### src/rtl/argmax_arbiter_if.sv
// argmax_arbiter_if: requester and engine bundle for argmax_arbiter.
// master = requesters/engine side, slave = arbiter side.
interface argmax_arbiter_if #(
  parameter int data_width    = 16,
  parameter int no_inputs     = 10,
  parameter int no_requesters = 4
);
  localparam int VW = data_width * no_inputs;

  logic [no_requesters-1:0]    req;
  logic [no_requesters*VW-1:0] req_data;
  logic [no_requesters-1:0]    ack;
  logic [31:0]                 result;
  logic                        error;
  logic                        busy;
  logic                        eng_valid_input;
  logic [VW-1:0]               eng_data;
  logic                        eng_valid_output;
  logic [31:0]                 eng_data_out;

  modport master (
    output req, req_data,
    output eng_valid_output, eng_data_out,
    input  ack, result, error, busy,
    input  eng_valid_input, eng_data
  );

  modport slave (
    input  req, req_data,
    input  eng_valid_output, eng_data_out,
    output ack, result, error, busy,
    output eng_valid_input, eng_data
  );
endinterface

### src/rtl/argmax_arbiter.sv
// argmax_arbiter: round-robin share of one argmax engine.
// Ports: clk, rst (async, active low), bus (slave modport).
module argmax_arbiter #(
  parameter int data_width    = 16,
  parameter int no_inputs     = 10,
  parameter int no_requesters = 4,
  parameter int timeout       = 64
) (
  input logic             clk,
  input logic             rst,
  argmax_arbiter_if.slave bus
);
  localparam int VW = data_width * no_inputs;
  localparam int IW =
    (no_requesters > 1) ? $clog2(no_requesters) : 1;
  localparam int CW = $clog2(timeout + 1);

  typedef enum logic [1:0] {
    IDLE, ISSUE, WAIT, RESP
  } state_e;

  state_e          state_q, state_d;
  logic [IW-1:0]   ptr_q, ptr_d;
  logic [IW-1:0]   gnt_q, gnt_d;
  logic [CW-1:0]   cnt_q, cnt_d;
  logic [31:0]     result_q, result_d;
  logic            err_q, err_d;
  logic [VW-1:0]   data_q, data_d;
  logic            found;
  logic [IW-1:0]   pick;
  logic [VW-1:0]   pick_data;
  logic [no_requesters-1:0] ack_d;
  int              rr_idx;

  // Search starts one past the last served requester.
  always_comb begin
    found  = 1'b0;
    pick   = '0;
    rr_idx = 0;
    for (int i = 1; i <= no_requesters; i++) begin
      rr_idx = int'(ptr_q) + i;
      if (rr_idx >= no_requesters)
        rr_idx = rr_idx - no_requesters;
      if (!found && bus.req[IW'(rr_idx)]) begin
        found = 1'b1;
        pick  = IW'(rr_idx);
      end
    end
  end

  always_comb begin
    pick_data = '0;
    for (int i = 0; i < no_requesters; i++)
      if (pick == IW'(i))
        pick_data = bus.req_data[i*VW +: VW];
  end

  always_comb begin
    state_d  = state_q;
    ptr_d    = ptr_q;
    gnt_d    = gnt_q;
    cnt_d    = cnt_q;
    result_d = result_q;
    err_d    = err_q;
    data_d   = data_q;
    unique case (state_q)
      IDLE: begin
        if (found) begin
          gnt_d   = pick;
          data_d  = pick_data;
          state_d = ISSUE;
        end
      end
      ISSUE: begin
        cnt_d   = '0;
        state_d = WAIT;
      end
      WAIT: begin
        cnt_d = cnt_q + 1'b1;
        // A done pulse on the last wait cycle still wins.
        if (bus.eng_valid_output) begin
          result_d = bus.eng_data_out;
          err_d    = bus.eng_data_out >= 32'(no_inputs);
          state_d  = RESP;
        end else if (cnt_q == CW'(timeout - 1)) begin
          result_d = '0;
          err_d    = 1'b1;
          state_d  = RESP;
        end
      end
      RESP: begin
        ptr_d   = gnt_q;
        state_d = IDLE;
      end
      default: state_d = IDLE;
    endcase
  end

  always_ff @(posedge clk or negedge rst) begin
    if (!rst) begin
      state_q  <= IDLE;
      ptr_q    <= IW'(no_requesters - 1);
      gnt_q    <= '0;
      cnt_q    <= '0;
      result_q <= '0;
      err_q    <= 1'b0;
      data_q   <= '0;
    end else begin
      state_q  <= state_d;
      ptr_q    <= ptr_d;
      gnt_q    <= gnt_d;
      cnt_q    <= cnt_d;
      result_q <= result_d;
      err_q    <= err_d;
      data_q   <= data_d;
    end
  end

  always_comb begin
    ack_d = '0;
    for (int i = 0; i < no_requesters; i++)
      ack_d[i] = (state_q == RESP) && (gnt_q == IW'(i));
  end

  assign bus.ack             = ack_d;
  assign bus.result          = result_q;
  assign bus.error           = err_q;
  assign bus.busy            = state_q != IDLE;
  assign bus.eng_valid_input = state_q == ISSUE;
  assign bus.eng_data        = data_q;
endmodule

### src/flat_wrapper.sv
// flat-port wrapper written by rule: the top's interface ports become plain ports
module argmax_arbiter_flat 
#(
  parameter int data_width    = 16,
  parameter int no_inputs     = 10,
  parameter int no_requesters = 4,
  parameter int timeout       = 64
)
  (clk, rst, bus_req, bus_req_data, bus_eng_valid_output, bus_eng_data_out, bus_ack, bus_result, bus_error, bus_busy, bus_eng_valid_input, bus_eng_data);
  argmax_arbiter_if #(.data_width(data_width), .no_inputs(no_inputs), .no_requesters(no_requesters)) bus_i ();
  input logic clk;
  input logic rst;
  input wire logic [$bits(bus_i.req)-1:0] bus_req;
  input wire logic [$bits(bus_i.req_data)-1:0] bus_req_data;
  input wire logic [$bits(bus_i.eng_valid_output)-1:0] bus_eng_valid_output;
  input wire logic [$bits(bus_i.eng_data_out)-1:0] bus_eng_data_out;
  output wire logic [$bits(bus_i.ack)-1:0] bus_ack;
  output wire logic [$bits(bus_i.result)-1:0] bus_result;
  output wire logic [$bits(bus_i.error)-1:0] bus_error;
  output wire logic [$bits(bus_i.busy)-1:0] bus_busy;
  output wire logic [$bits(bus_i.eng_valid_input)-1:0] bus_eng_valid_input;
  output wire logic [$bits(bus_i.eng_data)-1:0] bus_eng_data;
  assign bus_i.req = bus_req;
  assign bus_i.req_data = bus_req_data;
  assign bus_i.eng_valid_output = bus_eng_valid_output;
  assign bus_i.eng_data_out = bus_eng_data_out;
  assign bus_ack = bus_i.ack;
  assign bus_result = bus_i.result;
  assign bus_error = bus_i.error;
  assign bus_busy = bus_i.busy;
  assign bus_eng_valid_input = bus_i.eng_valid_input;
  assign bus_eng_data = bus_i.eng_data;
  argmax_arbiter #(.data_width(data_width), .no_inputs(no_inputs), .no_requesters(no_requesters), .timeout(timeout)) u_core (.clk(clk), .rst(rst), .bus(bus_i));
endmodule
### config.mk
export PLATFORM = sky130hd
export DESIGN_NAME = argmax_arbiter_flat
export DESIGN_NICKNAME = d
export VERILOG_FILES = /design/src/rtl/argmax_arbiter_if.sv /design/src/rtl/argmax_arbiter.sv /design/src/flat_wrapper.sv
export SDC_FILE = /design/constraint.sdc
export NUM_CORES = 1
export LEC_CHECK = 0
export CAP_MARGIN = 0
export CORE_AREA = 4 4 339 341
export DETAILED_ROUTE_END_ITERATION = 6
export DIE_AREA = 0 0 343 345
export PLACE_DENSITY_LB_ADDON = 0.3
export SYNTH_ARGS = -nofsm -noshare
export SYNTH_HDL_FRONTEND = slang
export SYNTH_SLANG_ARGS = --single-unit
### constraint.sdc
create_clock -name clk -period 2.6 [get_ports clk]
set_input_delay 0.52 -clock clk [delete_from_list [all_inputs] [get_ports clk]]
set_output_delay 0.52 -clock clk [all_outputs]
set_load 0.1 [all_outputs]
==> out/summary.txt <==
Outcome - complete, no violations
Most frequent cells in the layout - clkdlybuf4s50_1 (677), mux2i_1 (323), buf_4 (315)
Capturing point of the worst reg2reg path - u_core.bus.eng_data[4]$_DFFE_PN0P_
Die height - 345 um
Clk sinks - 206
Worst vdd ir - 0.000886 V
RePlAce Congestion - 0.826
Skew final - 0.0142 ns
Fin crit share - 90.6%
Critical Path End - bus_ack[2]
Max incr delay on CP - 0.39 ns
Ys async rst share - 100%
Leakage - 10.3 nW
Top post-synthesis cells by area - dfrtp_1 (42%), mux2i_1 (27%), o221ai_1 (12%)
GRT overflow - 0
Antenna violations before repair - 23
CP bufs+invs - 1
Row cnt - 123
Power Dens Cells - 1350 mW/mm^2
Top Family by Delay on Critical Path - flip-flops
CP Max Fanout - 7
Path depth of the worst reg2reg path - 7
Overall Global Routing Usage - 12.2%
H-tree depth - 1
Clock root cell - clkbuf_16
Antenna Nets Post-Route - 0
Mapped cell area - 0.0121 sq mm
Core area - 0.112 sq mm
Slew Viols, Final - 0
CTS tree - yes
Clock latency on the worst-skew pair - 0.59 ns
DR vias/cell - 3.61
Cell chain of the critical path - ha_1, nand2_1, nor2_1, buf_12
Worst slew pin tran - 0.717 ns
Initial DRC count - 458
WL met2 - 38600 um
Avg WL per Cell - 21.6 um
Largest net degree at the start of global routing - 61
Rel. slew slack - 51.8%
Syn nets - 1748
IO Count - 878
Router iterations before antenna repair - 5
F_max - 0.425 GHz
Post-synthesis register bit count - 206
Initial Util - 10.9%
Synthesized netlist cell count - 1063
Post-CTS setup buffers - 0
Area of the multi-input gates - 0.00601 sq mm
WL met1 - 30300 um
Reg area - 0.00516 sq mm
Unrepaired setup endpoints after global routing - no
CTS buffer count - 30
Crit Path Category - flop to output pin
Arrival @ worst endpoint - 1.84 ns
Layout Nets - 2709
Setup slack after layout - 0.244 ns
Share of cells above drive strength 1 - 19.8%
DPL Wire Length - 64100 um
Die W - 343 um
Filler Cell Count - 12200
Seq/Total Area, Yosys - 42.5%
Port Buf Inserts - 877
Yosys Warn Count - 0
Final hold vios - 0
Minimum clock period - 2.36 ns
Routed wl met3 - 6000 um
WL final - 76800 um
Yosys top cell area share - 42.0%
Post-synth EDFFs - 0
Top FF cell, synth - dfrtp_1
Top layer in use - met5
CTS Buffer Depth - 3
Syn avg cell area - 11.4 sq um
DRC viols - 0
Max-cap violations - 0
Clock Pin Slew Worst Setup and Hold Paths - 0.06 ns
WP data required - 2.08 ns
# setup viols final - 0
Post-layout util - 21.4%
First-pass GRT wire length - 106000 um
Setup crit end kind - output pin
Critical Path Start - u_core.state_q[1]$_DFFE_PN0P_
Worst path depth - 4
Number of global-route vias before repair - 14100
Post-Route Setup TNS - 0 ns
Commonest non-fill, non-tap cell in the layout - clkdlybuf4s50_1
Hold Path Class - flop to flop
Total number of vias - 12800
Worst R2R Start - u_core.ptr_q[1]$_DFFE_PN1P_
Critical path's slowest cell - dfrtp_1
Reg2Reg Setup Slack - 0.35 ns
Post-place setup slack - -0.156 ns
Die area - 0.118 sq mm
Area grow syn2layout - 96.9%
CP startpoint kind - flop
Leading area contributor after synthesis - dfrtp_1
Synth cell types - 40
-- cell usage after synthesis (3+ instances only) --
| cell | number |
|---|---|
| a21oi_1 | 3 |
| a22o_1 | 33 |
| buf_12 | 32 |
| buf_2 | 24 |
| bufbuf_8 | 3 |
| clkbuf_1 | 37 |
| dfrtp_1 | 204 |
| ha_1 | 6 |
| inv_1 | 8 |
| mux2i_1 | 323 |
| nand2_1 | 172 |
| nand3_1 | 4 |
| nor2_1 | 7 |
| nor4_1 | 8 |
| o21ai_0 | 9 |
| o221ai_1 | 160 |
-- worst min path at each step --
stage | startpoint | to | cells past startpoint
floorplan | rst | u_core.bus.eng_data[0]$_DFFE_PN0P_ | 0
CTS | rst | u_core.bus.eng_data[83]$_DFFE_PN0P_ | 2
finish | u_core.bus.eng_data[19]$_DFFE_PN0P_ | u_core.bus.eng_data[19]$_DFFE_PN0P_ | 2
global placement | u_core.bus.eng_data[92]$_DFFE_PN0P_ | u_core.bus.eng_data[92]$_DFFE_PN0P_ | 2
global route | u_core.bus.eng_data[18]$_DFFE_PN0P_ | u_core.bus.eng_data[18]$_DFFE_PN0P_ | 2
detailed placement | u_core.bus.eng_data[60]$_DFFE_PN0P_ | u_core.bus.eng_data[60]$_DFFE_PN0P_ | 2
-- sequential cells by signal, indices dropped and copies added, names as in the netlist --
signal,count
u_core.ptr_q,2
u_core.bus.eng_data,160
u_core.state_q,2
u_core.bus.result,32
u_core.bus.error,1
u_core.cnt_q,7
u_core.gnt_q,2
-- per-stage QoR --
stage	hold WS, ns	instance area, sq um	power [mW]	std cells
global placement	0.473	22900	28.5	3491
global route	0.506	23900	33.8	3552
detailed placement	0.474	22900	28.5	3491
finish	0.486	23900	32.3	3555
CTS	0.482	23900	32.8	3548
floorplan	0.224	12200	21.9	1063
-- cells by family after synthesis --
| logic type | Yosys count | share of synthesized area (%) |
|---|---|---|
| muxes | 324 | 26.7 |
| xor gates and xnor gates | 1 | 0.0721 |
| and+or+nand+nor | 205 | 6.86 |
| buffers and inverters | 108 | 8.36 |
| AOI/OAI and AO/OA | 213 | 14.9 |
| DFF | 206 | 42.5 |
| adders and majority gates | 6 | 0.618 |
-- per-layer routing --
layer,track usage (%),up-vias
li1,-,6008
met4,3.64,12
met3,3.32,66
met2,21.8,535
met5,0,-
met1,14.2,6216
-- repair_timing --
action / in CTS / in global routing
hold endpoints to repair: 45 / 0
gates resized for setup: 0 / 0
hold buffers: 1 / 0
-- tightest hold or removal path, stage by stage, from the launching register on --
cell and delay [ns]:
dfrtp_1 0.33, nand2_1 0.05, o221ai_1 0.06
-- layout make-up --
type | instances | area share [%]
clock buffers | 46 | 3.73
multi-input cells | 749 | 25.1
flip-flops and latches | 206 | 21.6
diodes | 7 | 0.0733
well taps | 1500 | 7.85
inverters | 9 | 0.141
repair buffers | 1028 | 41.2
clock inverters | 10 | 0.324
-- where the power goes --
group	switching (mW)	leakage, nW	total (mW)	internal (mW)
clock network	1.68	0.481	4.12	2.44
registers	1.01	2.56	5.76	4.75
logic	16.0	7.26	22.5	6.49
Power figures use the tool's default switching activity.
